### config.mk
export PLATFORM = sky130hd
export DESIGN_NAME = phys_free_list
export DESIGN_NICKNAME = d
export VERILOG_FILES = /design/src/rtl/phys_free_list.sv
export SDC_FILE = /design/constraint.sdc
export NUM_CORES = 1
export LEC_CHECK = 0
export CAP_MARGIN = 5
export CORE_UTILIZATION = 60
export CTS_BUF_LIST = sky130_fd_sc_hd__clkbuf_4 sky130_fd_sc_hd__clkbuf_8
export DETAILED_ROUTE_END_ITERATION = 10
export PLACE_DENSITY_LB_ADDON = 0.25
export SYNTH_ARGS = -nofsm -noshare
export SYNTH_HDL_FRONTEND = slang
export SYNTH_SLANG_ARGS = --single-unit
### constraint.sdc
create_clock -name CLK -period 4.6 [get_ports CLK]
set_clock_uncertainty 0.1 [all_clocks]
set_input_delay 1.15 -clock CLK [delete_from_list [all_inputs] [get_ports CLK]]
set_output_delay 1.15 -clock CLK [all_outputs]
set_load 0.02 [all_outputs]
### src/rtl/phys_free_list.sv
// Circular free list of physical register tags for rename. A speculative head serves rename and
// a committed head tracks retired grabs, so a flush can give back every squashed grab in one cycle.
module phys_free_list #(
    parameter int NUM_PHYS = 64,
    parameter int LOG_PHYS = 6,
    parameter int NUM_ARCH = 32
) (
    input  logic                CLK,
    input  logic                RESET,
    input  logic                Grabbed_regs,
    input  logic                Retire_grab,
    input  logic                Free_valid_IN,
    input  logic [LOG_PHYS-1:0] Free_phys_IN,
    input  logic                Flush,
    output logic [LOG_PHYS-1:0] Free_phys_reg,
    output logic                Free_reg_avail,
    output logic [LOG_PHYS:0]   Free_count,
    output logic                List_error
);

    localparam logic [LOG_PHYS-1:0] PTR_ONE  = LOG_PHYS'(1);
    localparam logic [LOG_PHYS-1:0] PTR_INIT = LOG_PHYS'(NUM_PHYS - NUM_ARCH);
    localparam logic [LOG_PHYS:0]   CNT_ONE  = (LOG_PHYS + 1)'(1);
    localparam logic [LOG_PHYS:0]   CNT_INIT = (LOG_PHYS + 1)'(NUM_PHYS - NUM_ARCH);
    localparam logic [LOG_PHYS:0]   CNT_FULL = (LOG_PHYS + 1)'(NUM_PHYS);

    logic [LOG_PHYS-1:0] r_mem [NUM_PHYS];
    logic [LOG_PHYS-1:0] r_spec_head;
    logic [LOG_PHYS-1:0] r_commit_head;
    logic [LOG_PHYS-1:0] r_tail;
    logic [LOG_PHYS:0]   r_spec_cnt;
    logic [LOG_PHYS:0]   r_commit_cnt;
    logic                r_list_error;

    logic                w_pop_req;
    logic                w_pop;
    logic                w_underflow;
    logic                w_push_req;
    logic                w_push;
    logic                w_overflow;
    logic                w_commit;
    logic                w_overrun;
    logic [LOG_PHYS-1:0] w_commit_head_n;
    logic [LOG_PHYS:0]   w_commit_cnt_n;
    logic [LOG_PHYS-1:0] w_spec_head_n;
    logic [LOG_PHYS:0]   w_spec_cnt_n;
    logic [LOG_PHYS-1:0] w_tail_n;

    // Handshake: Free_reg_avail is the valid for Free_phys_reg; Grabbed_regs is the consumer's
    // take strobe and only pops when avail was high, otherwise it is an underflow error.
    always_comb begin
        w_pop_req       = Grabbed_regs && !Flush;
        w_pop           = w_pop_req && (r_spec_cnt != '0);
        w_underflow     = w_pop_req && (r_spec_cnt == '0);

        w_push_req      = Free_valid_IN && (Free_phys_IN != '0);
        w_push          = w_push_req && (r_commit_cnt != CNT_FULL);
        w_overflow      = w_push_req && (r_commit_cnt == CNT_FULL);

        w_commit        = Retire_grab && (r_commit_head != r_spec_head);
        w_overrun       = Retire_grab && (r_commit_head == r_spec_head);

        w_commit_head_n = w_commit ? (r_commit_head + PTR_ONE) : r_commit_head;
        w_commit_cnt_n  = r_commit_cnt + (w_push ? CNT_ONE : '0) - (w_commit ? CNT_ONE : '0);
        w_tail_n        = w_push ? (r_tail + PTR_ONE) : r_tail;

        // A flush rewinds onto the committed view as it stands after this cycle's commit and push.
        if (Flush) begin
            w_spec_head_n = w_commit_head_n;
            w_spec_cnt_n  = w_commit_cnt_n;
        end else begin
            w_spec_head_n = w_pop ? (r_spec_head + PTR_ONE) : r_spec_head;
            w_spec_cnt_n  = r_spec_cnt + (w_push ? CNT_ONE : '0) - (w_pop ? CNT_ONE : '0);
        end
    end

    always_ff @(posedge CLK or negedge RESET) begin
        if (!RESET) begin
            for (int i = 0; i < NUM_PHYS; i++) begin
                r_mem[i] <= (i < NUM_PHYS - NUM_ARCH) ? LOG_PHYS'(NUM_ARCH + i) : '0;
            end
            r_spec_head   <= '0;
            r_commit_head <= '0;
            r_tail        <= PTR_INIT;
            r_spec_cnt    <= CNT_INIT;
            r_commit_cnt  <= CNT_INIT;
            r_list_error  <= 1'b0;
        end else begin
            if (w_push) begin
                r_mem[r_tail] <= Free_phys_IN;
            end
            r_spec_head   <= w_spec_head_n;
            r_commit_head <= w_commit_head_n;
            r_tail        <= w_tail_n;
            r_spec_cnt    <= w_spec_cnt_n;
            r_commit_cnt  <= w_commit_cnt_n;
            if (w_underflow || w_overflow || w_overrun) begin
                r_list_error <= 1'b1;
            end
        end
    end

    assign Free_phys_reg  = r_mem[r_spec_head];
    assign Free_reg_avail = (r_spec_cnt != '0);
    assign Free_count     = r_spec_cnt;
    assign List_error     = r_list_error;

    always @(posedge CLK) begin
        if (RESET) begin
            assert (r_spec_cnt <= r_commit_cnt);
            assert (r_commit_cnt <= CNT_FULL);
            assert ((r_tail - r_spec_head) == r_spec_cnt[LOG_PHYS-1:0]);
        end
    end

endmodule

==> metrics.md, run 1 <==
| Metric | Value |
|---|---|
| Layout area overhead | 12.6% |
| Antenna diode count | 0 |
| Synthesized area | 20400 sq um |
| Adder-Cell Fraction of Synth Area | 0.0142 |
| Worst path slowest cell | dfrtp_4 |
| Mux contribution to synthesized area | 0.329 |
| Post-Syn Nets | 1448 |
| EDFF count, synth | 0 |
| Post-route ant nets | 0 |
| XOR/XNOR share of the synthesized area | 0.0129 |
| Final setup margin | 99.3 ps |
| Drt pass-1 iters | 5 |
| Pwr dens | around 640 nW/um^2 |
| Worst Path Max Fanout | 11 |
| Switching power | ~0.005 W |
| Core area | 33500 sq um |
| Tcrit/Tclk final | 0.978 |
| Hold WC Path Type | input pin to async pin |
| Slew HR | 0.416 |
| Post-Layout Inst Area | 23000 sq um |
| Worst Path Arrival | 3250 ps |
| Startpoint class of the critical path | flip-flop |
| CP top delay family | buffers and inverters |
| Sink Count | 417 |
| Worst path required time | roughly 3400 ps |
| CTS Hold Bufs | 0 |
| Inserted Clock Buffers | 71 |
| Vias after detailed routing | roughly 12000 |
| Final Total Pwr | 0.0148 W |
| Final setup vio count | 0 |
| Cell mode on critical path | buf_4 |
| Grt ovf | 0 |
| Root buffer cell | clkbuf_8 |
| Asr flop ratio synth | 1.00 |
| Final Max Tran Viols | 0 |
| Crit path time final | 4500 ps |
| H-tree depth | 3 |
| Sw Ratio | 0.338 |
| RSZ-0062 raised after global routing | false |
| Top Ports | 27 |
| Fin. Hold Viols | 0 |
| Initial drt markers | 886 |
| Max Cap Viol | 0 |
| CTS tree | done |
| Sequential element share of the synthesized area | 0.518 |
| DIE AREA | ~35000 sq um |
| Hold_ws | ~380 ps |
| Status | completed |
| Routed vias/inst | slightly above 6 |
| Logic pwr share | 0.368 |
| Fmax | 222 MHz |
| Placement Setup Slack | -34.1 ps |
| Post-synthesis register bit count | between 400 and 500 |
| Simple-Gate Fraction of Synth Area | 0.0678 |
| Placed wire-length estimate | 30200 um |
| Ys Warns | 0 |
| Critical Path End Type | output port |
| Largest net degree at the start of global routing | 105 |
| DIE HEIGHT | 186 um |
| First-pass GRT wire length | 76800 um |
| Final nets | 1517 |
| Syn Inst Count | 1414 |
| Worst vdd ir | 0.468 mV |
| CP Cell Sequence | buf_16 > mux4_2 > mux2i_1 > nor2_1 > a2111oi_0 > buf_4 > nor3_1 > buf_4 > dlygate4sd2_1 |
| Initial antenna violation count | 0 |
| Leakage | 10.7 nW |
| Avg Inst Size Synth | between 10 and 15 sq um |
| Critical setup path kind | flip-flop to output port |
| Synth area leaders | dfrtp_1 37%, mux2_2 20%, dfstp_2 15% |
| GPL Wtd Cong | about 0.9 |
| Width of the die | 186 um |
| Initial Util | 0.609 |
| Vias in the first global route | 13000 |
| Routed WL per cell | 24.0 um |
| Area share of the leading cell type in the synthesized netlist | 0.370 |
| Part of the power in registers | 0.391 |
| Share of cells above drive strength 1 | 0.524 |
| # fillers | between 2000 and 2500 |
| WL final | 47700 um |
| Worst path bufs/invs | 4 |
| Clk slew on worst S/H paths | around 70 ps |
| Clock latency on the worst-skew pair | 630 ps |
| Yosys top cell by area | dfrtp_1 |
| All-Layer GR Usage | 0.289 |
| Complex-gate fraction of the synthesized area | 0.0333 |
| Area post-placement | 21200 sq um |
| Int Pwr | 0.00977 W |
| Top_reg_cell synth | dfrtp_1 |
| Largest family of logic cells by synthesized area | multiplexers |
| Tightest Pin Transition | 870 ps |
| Max clock buf depth | 3 |
| Clock group share of total power | 0.242 |
| Drt drc | 0 |
| Synth unique cells | 62 |
| Max incr delay on CP | 580 ps |
| Port-buffer cells | 26 |
| Cell Rows | 67 |
==> metrics by stage <==
step	cells	TNS [ps]	util
floorplan	1414	0	-
global placement	1846	0	0.633
detailed placement	1846	-34.1	0.633
CTS	1985	-78.0	0.685
global route	1985	0	0.686
finish	1985	0	0.686
==> power groups by stage <==
| stage | registers, W | clock network, W | logic [W] |
|---|---|---|---|
| 6_report | 0.00577 | 0.00357 | 0.00543 |
| 2_1_floorplan | 0.00545 | 0 | 0.00388 |
| 3_5_place_dp | 0.00585 | 0 | 0.00515 |
| 3_3_place_gp | 0.00580 | 0 | 0.00504 |
| 4_1_cts | 0.00574 | 0.00364 | 0.00541 |
| 5_1_grt | 0.00589 | 0.00381 | 0.00583 |
==> repair_timing <==
action	in CTS	in global routing
cloned	1	0
endpoints found under the hold margin	0	0
buffers inserted	11	0
setup endpoints to repair	6	2
pin swaps	2	0
gates resized for setup	21	6
==> state kept, by name (all words and copies together), names as in the netlist <==
signal / cells
r_mem: 384
Free_count: 7
r_commit_cnt: 7
r_commit_head: 6
r_spec_head: 6
r_tail: 6
List_error: 1
==> worst paths after layout <==
| check | start | endpoint | slack (ps) | cells past startpoint |
|---|---|---|---|---|
| setup / recovery | r_spec_head[0] | Free_phys_reg[3] | 100 | 9 |
| hold / removal | RESET | Free_count[2] | 380 | 1 |
| setup reg to reg | r_spec_head[0] | Free_count[6] | 480 | 14 |
| hold reg to reg | r_mem[4] | r_mem[4] | 390 | 1 |
| max in group asynchronous | RESET | r_mem[189] | 2920 | 2 |
| min in group CLK | r_mem[4] | r_mem[4] | 390 | 1 |
==> Yosys cell counts (18+ instances only) <==
library cell / count
mux2_2: 361
dfrtp_1: 302
dfstp_2: 115
mux4_2: 74
mux2i_1: 62
clkbuf_1: 60
nand2_1: 60
nor2_1: 53
mux2_1: 25
xnor2_1: 23
ha_1: 20
o22ai_1: 19
inv_1: 18
==> cell type report <==
cell class / instances / area, sq um / share of cell area
Inverter: 18 / 67.6 / 0.00294
Multi-Input combinational cell: 887 / 9390 / 0.408
Clock inverter: 5 / 33.8 / 0.00147
Tap cell: 448 / 561 / 0.0244
Sequential cell: 417 / 10600 / 0.460
Timing Repair Buffer: 88 / 835 / 0.0363
Clock buffer: 122 / 1520 / 0.0662
==> metal layers <==
layer  global-route usage  vias to the layer above  wire length, um
li1                     -                     5369                -
met1                0.406                     6516            20900
met2                0.446                      354            22300
met3               0.0564                      124             2710
met4                0.116                        0             1750
met5                    0                        -                0
==> worst reg2reg max path, delay by kind of cell, from the launching register on <==
kind	cells	cell delay [ps]
AO/OA/AOI/OAI	5	1180
XOR/XNOR	1	150
AND/OR/NAND/NOR	4	830
buffers and inverters	2	480
flip-flops	1	600
adder cells (fa/ha/maj)	2	620
==> placed cells by master, fill, tap and decap left out, drive strengths merged, types with 5 or more instances in the layout <==
cell           instances
mux2                 392
dfrtp                302
clkbuf               122
dfstp                115
nor2                  77
mux4                  74
buf                   69
mux2i                 62
nand2                 60
xnor2                 23
ha                    20
o22ai                 19
inv                   19
clkdlybuf4s50         13
o21ai                 13
nand3                 11
a211o                 11
a21oi                 10
nand3b                 9
nand2b                 7
xor2                   7
o211ai                 6
nor3                   6
nand4                  5
a21o                   5
or3                    5
nor3b                  5
a211oi                 5
==> kinds of logic after synthesis <==
kind of cell             after synthesis
multiplexers                         528
flip-flops                           417
AND/OR/NAND/NOR                      210
buffers and inverters                110
AO/OA/AOI/OAI                         97
XOR/XNOR                              30
adder cells (fa/ha/maj)               22
No activity file was read; power rests on OpenSTA's default activity.
==> run 2: changes to the inputs <==
--- a/config.mk
+++ b/config.mk
@@ -9,6 +9,7 @@
 export CORE_UTILIZATION = 60
 export CTS_BUF_LIST = sky130_fd_sc_hd__clkbuf_4 sky130_fd_sc_hd__clkbuf_8
 export DETAILED_ROUTE_END_ITERATION = 10
+export HOLD_SLACK_MARGIN = 0.1
 export PLACE_DENSITY_LB_ADDON = 0.25
 export SYNTH_ARGS = -nofsm -noshare
 export SYNTH_HDL_FRONTEND = slang
==> constraint.sdc (replaced) <==
create_clock -name CLK -period 5.8 [get_ports CLK]
set_clock_uncertainty 0.1 [all_clocks]
set_input_delay 1.45 -clock CLK [delete_from_list [all_inputs] [get_ports CLK]]
set_output_delay 1.45 -clock CLK [all_outputs]
set_load 0.005 [all_outputs]
==> metrics.md, run 2 (same netlist as run 1, synthesis figures left out) <==
| Metric | Value |
|---|---|
| Clk slew on worst S/H paths | 60 ps (was 70 ps) |
| CTS tree | done (unchanged) |
| Routed vias/inst | 6.18 (was 6.23) |
| Initial Util | 0.609 (unchanged) |
| Drt pass-1 iters | 5 (unchanged) |
| Worst r2r src | r_spec_head[0] (unchanged) |
| All-Layer GR Usage | 0.280 (was 0.289) |
| WL final | 46500 um (was 47700 um) |
| RR Endpoint | Free_count[6] (unchanged) |
| Pwr dens | 499 nW/um^2 (was 642 nW/um^2) |
| Crit. Startpoint | r_spec_head[0] (unchanged) |
| Initial antenna violation count | 0 (unchanged) |
| Crit path time final | 5340 ps |
| First-pass GRT wire length | 74500 um (was 76800 um) |
| Clock latency on the worst-skew pair | 620 ps (was 630 ps) |
| Worst-case reg-to-reg path depth | 13 (was 14) |
| Number of flip-flops in the largest register | 384 (unchanged) |
| Final nets | 1478 (was 1517) |
| RSZ-0062 raised after global routing | false (unchanged) |
| Most frequent cells in the layout | 361 x mux2_2, 299 x dfrtp_1, 115 x dfstp_2 (was 361 x mux2_2, 298 x dfrtp_1, 115 x dfstp_2) |
| Max clock buf depth | 3 (unchanged) |
| Initial drt markers | 763 (was 886) |
| Routed WL per cell | 23.9 um (was 24.0 um) |
| Vias in the first global route | 12900 (was 13000) |
| Fmax | 187 MHz |
| Status | completed (unchanged) |
| Worst vdd ir | 0.300 mV (was 0.468 mV) |
| Tightest Pin Transition | 988 ps (was 870 ps) |
| Placed wire-length estimate | 29000 um (was 30200 um) |
| Vias after detailed routing | 12000 (was 12400) |
| Final Total Pwr | 0.0113 W (was 0.0148 W) |
| Worst Path Arrival | 3790 ps (was 3250 ps) |
| Port-buffer cells | 26 (unchanged) |
| Share of cells above drive strength 1 | 0.502 (was 0.524) |
| TNS Setup | 0 ps (unchanged) |
| CP endpoint | Free_phys_reg[0] (was Free_phys_reg[3]) |
| Sink Count | 417 (unchanged) |
| Final Max Tran Viols | 0 (unchanged) |
| Cell Rows | 67 (unchanged) |
| Drt drc | 0 (unchanged) |
| Hold WC Path Type | flip-flop to flip-flop (was input pin to async pin) |
| H-tree depth | 3 (unchanged) |
| Root buffer cell | clkbuf_8 (unchanged) |
| GPL Wtd Cong | 0.887 (was 0.904) |
| Grt ovf | 0 (unchanged) |
| CTS resizes | 0 (was 21) |
| DIE AREA | 34800 sq um (unchanged) |
| Tcrit/Tclk final | 0.921 |
| Final setup vio count | 0 (unchanged) |
| Largest net degree at the start of global routing | 125 (was 105) |
| Largest Register | r_mem (unchanged) |
| Leakage | 10.5 nW (was 10.7 nW) |
| Fin. Hold Viols | 0 (unchanged) |
| Antenna diode count | 0 (unchanged) |
| Final core utilization | 0.673 (was 0.686) |
| R2R setup slack | 1510 ps (was 480 ps) |
| Startpoint class of the critical path | flip-flop (unchanged) |
| DIE HEIGHT | 186 um (unchanged) |
| Post-route ant nets | 0 (unchanged) |
| Inserted Clock Buffers | 71 (unchanged) |
| Width of the die | 186 um (unchanged) |
| Layout area overhead | 10.6% (was 12.6%) |
| Slew HR | 0.336 (was 0.416) |
| Core area | 33500 sq um (unchanged) |
| Critical setup path kind | flip-flop to output port (unchanged) |
| Worst Path Max Fanout | 30 (was 11) |
| Setup Fix Bufs, Post-CTS | 0 (was 11) |
| Max Cap Viol | 0 (unchanged) |
| # fillers | 2401 (was 2267) |
| Hold_ws | 385 ps (was 377 ps) |
| Worst path required time | 4250 ps (was 3350 ps) |
| CTS Hold Bufs | 0 (unchanged) |
| Commonest non-fill, non-tap cell in the layout | mux2_2 (unchanged) |
| Critical Path End Type | output port (unchanged) |
| Top Ports | 27 (unchanged) |
==> run 2: stage by stage <==
| stage | instances | worst slack [ps] | area, sq um |
|---|---|---|---|
| 6_report | 1949 | 457 | 22600 |
| 5_1_grt | 1949 | 283 | 22600 |
| 4_1_cts | 1949 | 409 | 22600 |
| 3_5_place_dp | 1819 | 1100 | 21000 |
| 3_3_place_gp | 1819 | 1100 | 21000 |
| 2_1_floorplan | 1414 | 1840 | 20400 |
==> run 2: worst min path at each step <==
stage                     from    endpoint  slack, ps  cells after the start
CTS                 r_mem[346]  r_mem[346]        390                      1
detailed placement  r_mem[346]  r_mem[346]        370                      1
global route        r_mem[346]  r_mem[346]        400                      1
floorplan            r_mem[11]   r_mem[11]        350                      1
finish              r_mem[346]  r_mem[346]        380                      1
global placement      r_mem[3]    r_mem[3]        360                      1
==> run 2: where the power goes <==
group	switching (W)	internal, W
sequential	0.000714	0.00396
combinational	0.00185	0.00197
clock	0.00120	0.00159
total	0.00376	0.00752
==> run 2: worst max-delay path, stage by stage, from the launching register on <==
cell	delay, ps
dfrtp_4	830
buf_12	330
mux4_2	530
a2111oi_0	700
nor3_1	230
clkdlybuf4s50_1	500
==> run 2: final cells by class <==
cell class	instances	area, sq um	area share
Clock inverter	16	116	0.00515
Tap cell	448	561	0.0248
Clock buffer	114	1410	0.0626
Inverter	18	67.6	0.00299
Sequential cell	417	10600	0.469
Multi-Input combinational cell	887	9350	0.414
Timing Repair Buffer	49	483	0.0214
==> run 2: routing by layer <==
metal / share of wire / vias up / track usage
met5: 0 / - / 0
met4: 0.037 / 0 / 0.122
met3: 0.056 / 102 / 0.0564
met2: 0.47 / 335 / 0.433
met1: 0.44 / 6296 / 0.387
li1: - / 5315 / -
